File: src/rtl/btrain_mux_pkg.sv
// Shared types, word-field layout and packing helper for the BTrain frame mux.
// Imported by btrain_bvalue_counter and btrain_bframe_tx_mux.
package btrain_mux_pkg;

    typedef enum logic {
        IDLE,
        SEND
    } t_tx_state;

    localparam int C_VAL_LSB = 0;
    localparam int C_VAL_W   = 32;
    localparam int C_CH_LSB  = 32;
    localparam int C_CH_W    = 8;
    localparam int C_C0_BIT  = 40;
    localparam int C_SEQ_LSB = 48;
    localparam int C_SEQ_W   = 8;
    localparam int C_WORD_W  = 64;

    // Value must already be sign-extended to 32 bits by the caller.
    function automatic logic [C_WORD_W-1:0] f_pack_bword(
        input logic [C_VAL_W-1:0] value,
        input logic [C_CH_W-1:0]  ch,
        input logic               c0,
        input logic [C_SEQ_W-1:0] seq
    );
        logic [C_WORD_W-1:0] w;
        w = '0;
        w[C_VAL_LSB +: C_VAL_W] = value;
        w[C_CH_LSB +: C_CH_W]   = ch;
        w[C_C0_BIT]             = c0;
        w[C_SEQ_LSB +: C_SEQ_W] = seq;
        return w;
    endfunction

endpackage

File: src/rtl/btrain_bvalue_counter.sv
// Per-channel saturating signed B counter with sticky C0 flag.
// Ports: clk/rst, up/down/c0 pulses, snap_i clears the flag; value_o, c0_flag_o.
module btrain_bvalue_counter
    import btrain_mux_pkg::*;
#(
    parameter int g_bvalue_width = 32,
    parameter int g_step         = 1
) (
    input  logic                      clk_sys_i,
    input  logic                      rst_sys_i,
    input  logic                      up_i,
    input  logic                      down_i,
    input  logic                      c0_i,
    input  logic                      snap_i,
    output logic [g_bvalue_width-1:0] value_o,
    output logic                      c0_flag_o
);

    localparam int W = g_bvalue_width;

    // Two guard bits so a step never wraps before the saturation compare.
    typedef logic signed [W+1:0] t_ext;

    localparam t_ext C_MAX  = {3'b000, {(W-1){1'b1}}};
    localparam t_ext C_MIN  = {3'b111, {(W-1){1'b0}}};
    localparam t_ext C_STEP = t_ext'(g_step);

    t_ext          cur;
    t_ext          inc;
    t_ext          dec;
    logic [W-1:0]  nxt;

    always_comb begin
        cur = t_ext'(signed'(value_o));
        inc = cur + C_STEP;
        dec = cur - C_STEP;
        nxt = value_o;
        if (c0_i) begin
            nxt = '0;
        end else if (up_i && !down_i) begin
            nxt = (inc > C_MAX) ? C_MAX[W-1:0] : inc[W-1:0];
        end else if (down_i && !up_i) begin
            nxt = (dec < C_MIN) ? C_MIN[W-1:0] : dec[W-1:0];
        end
    end

    // The snapshot already captured c0_flag|c0_i, so clearing wins.
    always_ff @(posedge clk_sys_i) begin
        if (rst_sys_i) begin
            value_o   <= '0;
            c0_flag_o <= 1'b0;
        end else begin
            value_o <= nxt;
            if (snap_i) begin
                c0_flag_o <= 1'b0;
            end else if (c0_i) begin
                c0_flag_o <= 1'b1;
            end
        end
    end

endmodule

File: src/rtl/btrain_bframe_tx_mux.sv
// N-channel BTrain B-value frame generator feeding the WR streamer TX port.
// Ports: pulses in, tx_en/tx_dreq in; tx word/valid/last, live values, stats out.
module btrain_bframe_tx_mux
    import btrain_mux_pkg::*;
#(
    parameter int g_num_channels = 2,
    parameter int g_bvalue_width = 32,
    parameter int g_data_width   = 64,
    parameter int g_frame_period = 1000,
    parameter int g_step         = 1
) (
    input  logic                                     clk_sys_i,
    input  logic                                     rst_sys_i,
    input  logic [g_num_channels-1:0]                up_i,
    input  logic [g_num_channels-1:0]                down_i,
    input  logic [g_num_channels-1:0]                c0_i,
    input  logic                                     tx_en_i,
    input  logic                                     tx_dreq_i,
    output logic [g_data_width-1:0]                  tx_data_o,
    output logic                                     tx_valid_o,
    output logic                                     tx_last_p1_o,
    output logic [g_num_channels*g_bvalue_width-1:0] bvalue_o,
    output logic [15:0]                              frames_sent_o,
    output logic [15:0]                              overruns_o
);

    localparam int N  = g_num_channels;
    localparam int W  = g_bvalue_width;
    localparam int IW = (N > 1) ? $clog2(N) : 1;
    localparam int PW = $clog2(g_frame_period);

    localparam logic [PW-1:0] C_CNT_LAST = PW'(g_frame_period - 1);
    localparam logic [IW-1:0] C_IDX_LAST = IW'(N - 1);

    logic [PW-1:0]        period_cnt;
    logic                 tick;
    logic                 snap;
    logic [N-1:0][W-1:0]  vals;
    logic [N-1:0]         flags;
    logic [N-1:0][W-1:0]  snap_val;
    logic [N-1:0]         snap_c0;
    logic [7:0]           seq;
    logic [7:0]           snap_seq;
    t_tx_state            state;
    t_tx_state            state_d;
    logic [IW-1:0]        idx;
    logic [IW-1:0]        idx_d;
    logic                 emit;
    logic                 last_word;
    logic [g_data_width-1:0] tx_word;

    assign tick     = tx_en_i && (period_cnt == C_CNT_LAST);
    assign snap     = tick && (state == IDLE);
    assign bvalue_o = vals;

    always_ff @(posedge clk_sys_i) begin
        if (rst_sys_i || !tx_en_i || tick) begin
            period_cnt <= '0;
        end else begin
            period_cnt <= period_cnt + 1'b1;
        end
    end

    for (genvar g = 0; g < N; g++) begin : g_ch
        btrain_bvalue_counter #(
            .g_bvalue_width (W),
            .g_step         (g_step)
        ) u_cnt (
            .clk_sys_i (clk_sys_i),
            .rst_sys_i (rst_sys_i),
            .up_i      (up_i[g]),
            .down_i    (down_i[g]),
            .c0_i      (c0_i[g]),
            .snap_i    (snap),
            .value_o   (vals[g]),
            .c0_flag_o (flags[g])
        );
    end

    always_comb begin
        state_d   = state;
        idx_d     = idx;
        emit      = 1'b0;
        last_word = 1'b0;
        unique case (state)
            IDLE: begin
                if (tick) begin
                    state_d = SEND;
                    idx_d   = '0;
                end
            end
            SEND: begin
                if (tx_dreq_i) begin
                    emit = 1'b1;
                    if (idx == C_IDX_LAST) begin
                        last_word = 1'b1;
                        state_d   = IDLE;
                        idx_d     = '0;
                    end else begin
                        idx_d = idx + 1'b1;
                    end
                end
            end
            default: state_d = IDLE;
        endcase
    end

    assign tx_word = g_data_width'(f_pack_bword(
        32'(signed'(snap_val[idx])), 8'(idx), snap_c0[idx], snap_seq));

    always_ff @(posedge clk_sys_i) begin
        if (rst_sys_i) begin
            state <= IDLE;
            idx   <= '0;
        end else begin
            state <= state_d;
            idx   <= idx_d;
        end
    end

    always_ff @(posedge clk_sys_i) begin
        if (rst_sys_i) begin
            tx_data_o     <= '0;
            tx_valid_o    <= 1'b0;
            tx_last_p1_o  <= 1'b0;
            snap_val      <= '0;
            snap_c0       <= '0;
            snap_seq      <= '0;
            seq           <= '0;
            frames_sent_o <= '0;
            overruns_o    <= '0;
        end else begin
            tx_valid_o   <= emit;
            tx_last_p1_o <= last_word;
            if (emit) begin
                tx_data_o <= tx_word;
            end
            // Counters are sampled before this edge's pulses apply.
            if (snap) begin
                snap_val <= vals;
                snap_c0  <= flags | c0_i;
                snap_seq <= seq;
                seq      <= seq + 8'd1;
            end
            if (tick && (state != IDLE) && (overruns_o != 16'hffff)) begin
                overruns_o <= overruns_o + 16'd1;
            end
            if (last_word && (frames_sent_o != 16'hffff)) begin
                frames_sent_o <= frames_sent_o + 16'd1;
            end
        end
    end

endmodule
File: config.mk
export PLATFORM = sky130hd
export DESIGN_NAME = btrain_bframe_tx_mux
export DESIGN_NICKNAME = d
export VERILOG_FILES = /design/src/rtl/btrain_mux_pkg.sv /design/src/rtl/btrain_bvalue_counter.sv /design/src/rtl/btrain_bframe_tx_mux.sv
export SDC_FILE = /design/constraint.sdc
export NUM_CORES = 1
export LEC_CHECK = 0
export ABC_AREA = 1
export BUFFER_PORTS_ARGS = -buffer_cell sky130_fd_sc_hd__buf_2
export CAP_MARGIN = 25
export CORE_MARGIN = 1.5
export CORE_UTILIZATION = 50
export DETAILED_ROUTE_END_ITERATION = 16
export HOLD_SLACK_MARGIN = 0.12
export PLACE_DENSITY = 0.7
export SLEW_MARGIN = 10
export SYNTH_ARGS = -nofsm -noshare
export SYNTH_HDL_FRONTEND = slang
export SYNTH_SLANG_ARGS = --single-unit
File: constraint.sdc
create_clock -name clk_sys_i -period 2.8 [get_ports clk_sys_i]
set_clock_uncertainty 0.1 [all_clocks]
set_input_delay 0.56 -clock clk_sys_i [delete_from_list [all_inputs] [get_ports clk_sys_i]]
set_output_delay 0.56 -clock clk_sys_i [all_outputs]
set_load 0.01 [all_outputs]
==> results <==
- The top-area cell type share of the netlist area is a little over a third.
- The sort of element at the start of the critical path is a flop.
- For this run, asynchronously set or reset flops after synthesis account for 0%.
- The smallest clock period supported by the final layout is computed as 2550 ps.
- The launch point of the worst reg-to-reg path is g_ch[0].u_cnt.value_o[1].
- Tracing the worst setup path back leads to its startpoint at g_ch[0].u_cnt.value_o[1].
- The longest clock path from root to sink contains 3 buffers.
- The average instance in the mapped netlist occupies about 7 µm².
- The fraction of layout cells with a size suffix above 1 is ~16%.
- The most used flip-flop cell after synthesis is dfxtp_1.
- The post-synthesis instance area is about 0.014 mm².
- The final-layout fill cell count is 2,619.
- The final standard cell utilization of the core is between 50 and 60%.
- The number of antenna violations at the first check in global routing is 0.
- The average wire length per cell after detail routing is 16.9 µm.
- In the routed design, unresolved DRC markers number 0.
- The clock insertion delay at the later pin of the skew report is between 500 and 600 ps.
- The count of mapped cells out of synthesis is slightly below 2,000.
- VDD sags by at most around 0.57 mV.
- Setup violations remaining at the end of the flow were counted as 0.
- TritonCTS created 26 clock buffers.
- The number of hold violations in the final report was 0.
- The number of max-cap violations is 0.
- TritonCTS built the clock tree.
- The distinct cell type count of the synthesized netlist is 52.
- The required time at the endpoint of the critical path is roughly 3100 ps.
- The number of buffers added on ports is 149.
- The proportion of synthesized chip area in sequential cells is approximately a third.
- The area growth from synthesis to layout is 13.3%.
- The aggregate global routing overflow is 0.
- The endpoint kind of the worst setup timing path is a flop.
- Headroom to the max-slew limit came out at between 40% and 50%.
- The final estimated routing congestion in global placement is 0.973.
- The number of sinks driven by the clock tree is approximately 240.
- The die outline height is ~170 µm.
- The pre-antenna-repair detailed-routing pass consisted of 5 iterations.
- For the worst setup path, the data arrival time is around 2900 ps.
- Across all hold checks on the routed design, the worst slack comes to roughly 170 ps.
- The final wirelength is around 41,000 µm.
- The kind of path behind the tightest hold check is input pin to flop.
- Clock-pin slew was measured on the worst setup and hold paths at approximately 70 ps.
- Derived from the worst setup path, the maximum achievable clock frequency is 391 MHz.
- The number of vias after detailed routing is around 14,000.
- The number of setup buffers added after CTS is 0.
- Dividing total power by cell area gives a power density of ~570 mW/mm².
- The largest fanout of any net on the critical path is 5.
- The Yosys step of the flow raised 0 warnings.
- The count of state elements after synthesis is between 200 and 250.
- Setup repair after global routing left no endpoint under its margin.
- The first-pass GRT wire length is about 67,000 µm.
- The deepest level of the CTS H-tree is 1.
- During I/O placement, the number of pins put on the boundary was around 170.
- The root buffer cell chosen for the clock tree is clkbuf_16.
- The initial DRC count is between 1,000 and 1,500.
- By startpoint and endpoint, the worst setup path is classified as flop to flop.
- The run finished with clean final reports.
- The per-cell via count in the routed design is 5.57.
- In the final timing run, aggregate negative setup slack is 0 ps.
- The number of gates resized after CTS was 0.
- The antenna violation net count after detailed routing is 0.
- The wire-length estimate of the detail-placed layout is ~29,000 µm.
- The die area is about 0.028 mm².
- Across every metal layer, demand over resource in global routing totals between 20% and 30%.
- The post-synthesis cell type with the largest combined area is dfxtp_1.
- The placement row count is 60.
- The antenna cell count is 0.
- The worst path uses roughly nine tenths of the clock period.
- The total area inside the core boundary comes to about 0.027 mm².
- The via count of the first global-routing pass is around 13,000.
- The pin count of the biggest net entering global routing is between 90 and 100.
- The synthesized design contains 0 enable-type register cells.
- The analysis attributes to cell leakage a power of slightly above 7 nW.
- After synthesis, the cell types taking the most area are dfxtp_1 (35%), nand2_1 (7.7%), xor2_1 (6.3%), a21oi_1 (6.2%), inv_1 (5.9%).
- The number of max-slew violations in the final report came to 0.
- The initial cell density of the core is approximately half.
- For the pin with the worst max-slew slack, the measured transition is 782 ps.
- The hold path startpoint is c0_i[0].
- Hold repair after CTS inserted 0 buffers.
- After the last flow step, the layout net total stands at 2,091.
- Measured along the x axis, the die boundary spans between 150 and 200 µm.
[cell usage in the layout (no fill, tap or decap), drive strengths merged, types with 3 or more instances in the layout]
cell	instances
o21a	4
a31oi	4
and3	3
nand2	288
clkinvlp	3
nand3b	8
dfxtp	236
xor2	98
nor3	64
conb	22
a21oi	169
o21bai	5
ha	10
buf	198
inv	230
clkbuf	35
o211ai	33
xnor2	3
or2	3
nand4	46
nor2	221
nand3	180
clkinv	7
nor3b	8
nor4	9
o21ai	193
bufinv	4
[flip-flops by register name, indices dropped and copies added (netlist names)]
register / cells
tx_valid_o: 1
snap_c0: 2
snap_val: 64
g_ch.u_cnt.c0_flag_o: 2
g_ch.u_cnt.value_o: 64
tx_last_p1_o: 1
state: 1
snap_seq: 8
tx_data_o: 42
overruns_o: 16
idx: 1
frames_sent_o: 16
period_cnt: 10
seq: 8
[stage by stage]
stage          instance area (µm²)  instances  worst slack (ps)  total power, mW
6_report                     15400       2432               246             8.78
5_1_grt                      15400       2432              56.5             9.14
4_1_cts                      15400       2432               300             8.80
3_5_place_dp                 14500       2384               341             5.16
3_3_place_gp                 14500       2384               371             5.14
2_1_floorplan                13700       1984               677             4.76
[cell usage after synthesis (2+ instances only)]
cell type / n
nand2_1: 280
dfxtp_1: 236
inv_1: 215
nor2_1: 203
a21oi_1: 169
nand3_1: 155
o21ai_0: 149
xor2_1: 98
clkbuf_1: 60
nor3_1: 57
o21ai_1: 42
nand4_1: 41
o211ai_1: 33
buf_4: 27
nand3_2: 23
buf_2: 20
inv_2: 16
buf_1: 11
buf_6: 11
ha_1: 10
nor2_4: 10
nor4_1: 9
nand3b_1: 8
nor2_2: 8
nor3b_1: 8
nand2_2: 6
o21bai_1: 5
a31oi_1: 4
clkbuf_8: 4
nand4_2: 4
nor3_2: 4
o21a_1: 4
and3_1: 3
dlygate4sd3_1: 3
nor3_4: 3
xnor2_1: 3
nand2_4: 2
nand3_4: 2
o21ai_2: 2
o21ba_2: 2
or2_2: 2
[kinds of logic (layout without fill, tap and decap cells)]
logic type / Yosys count / count (layout) / synth area share, %
buffers and inverters: 370 / 477 / 12.3
other: 1 / 22 / 0.0275
XOR/XNOR: 101 / 101 / 6.49
AO/OA/AOI/OAI: 414 / 414 / 16.2
flip-flops: 236 / 236 / 34.7
adder cells (fa/ha/maj): 10 / 10 / 0.918
AND/OR/NAND/NOR: 831 / 831 / 29.4
[power breakdown]
part	total [mW]	leakage, nW	internal [mW]	switching, mW
clock network	3.65	0.445	2.21	1.43
registers	3.55	1.91	3.42	0.130
logic	1.58	4.84	0.545	1.03
[layer usage]
metal	routed length (µm)	share of wire (%)	vias to the layer above	global-route usage [%]
met5	0	0	-	0
met4	1380	3.4	0	10.8
met3	2610	6.4	90	3.27
met2	17900	44	579	45.5
met1	19100	47	6232	40.9
li1	-	-	6640	-
[area by class of cell]
type | instances | area (µm²) | area share, %
clock buffer | 35 | 734 | 4.76
clock inverter | 13 | 188 | 1.22
inverter | 231 | 868 | 5.63
multi-input combinational | 1378 | 7310 | 47.4
sequential | 236 | 4720 | 30.6
tap | 341 | 427 | 2.77
timing repair buffer | 198 | 1180 | 7.62
[worst paths after layout]
path                                     to  slack, ps  cells past startpoint
setup / recovery  g_ch[0].u_cnt.value_o[20]        250                     11
hold / removal      g_ch[0].u_cnt.c0_flag_o        170                      3
hold reg to reg                 snap_seq[2]        360                      2
setup reg to reg  g_ch[0].u_cnt.value_o[20]        250                     11
[worst max-delay path, cell delays in order, from the launching register on]
cell,delay (ps)
dfxtp_1,480
ha_1,260
nand3_2,120
nor2_2,140
buf_4,140
nand3_1,160
nor2_1,380
nand3_1,150
xor2_1,160
nand3_1,90
a21oi_1,170
nor2_1,70
No activity file was read; power rests on OpenSTA's default activity.
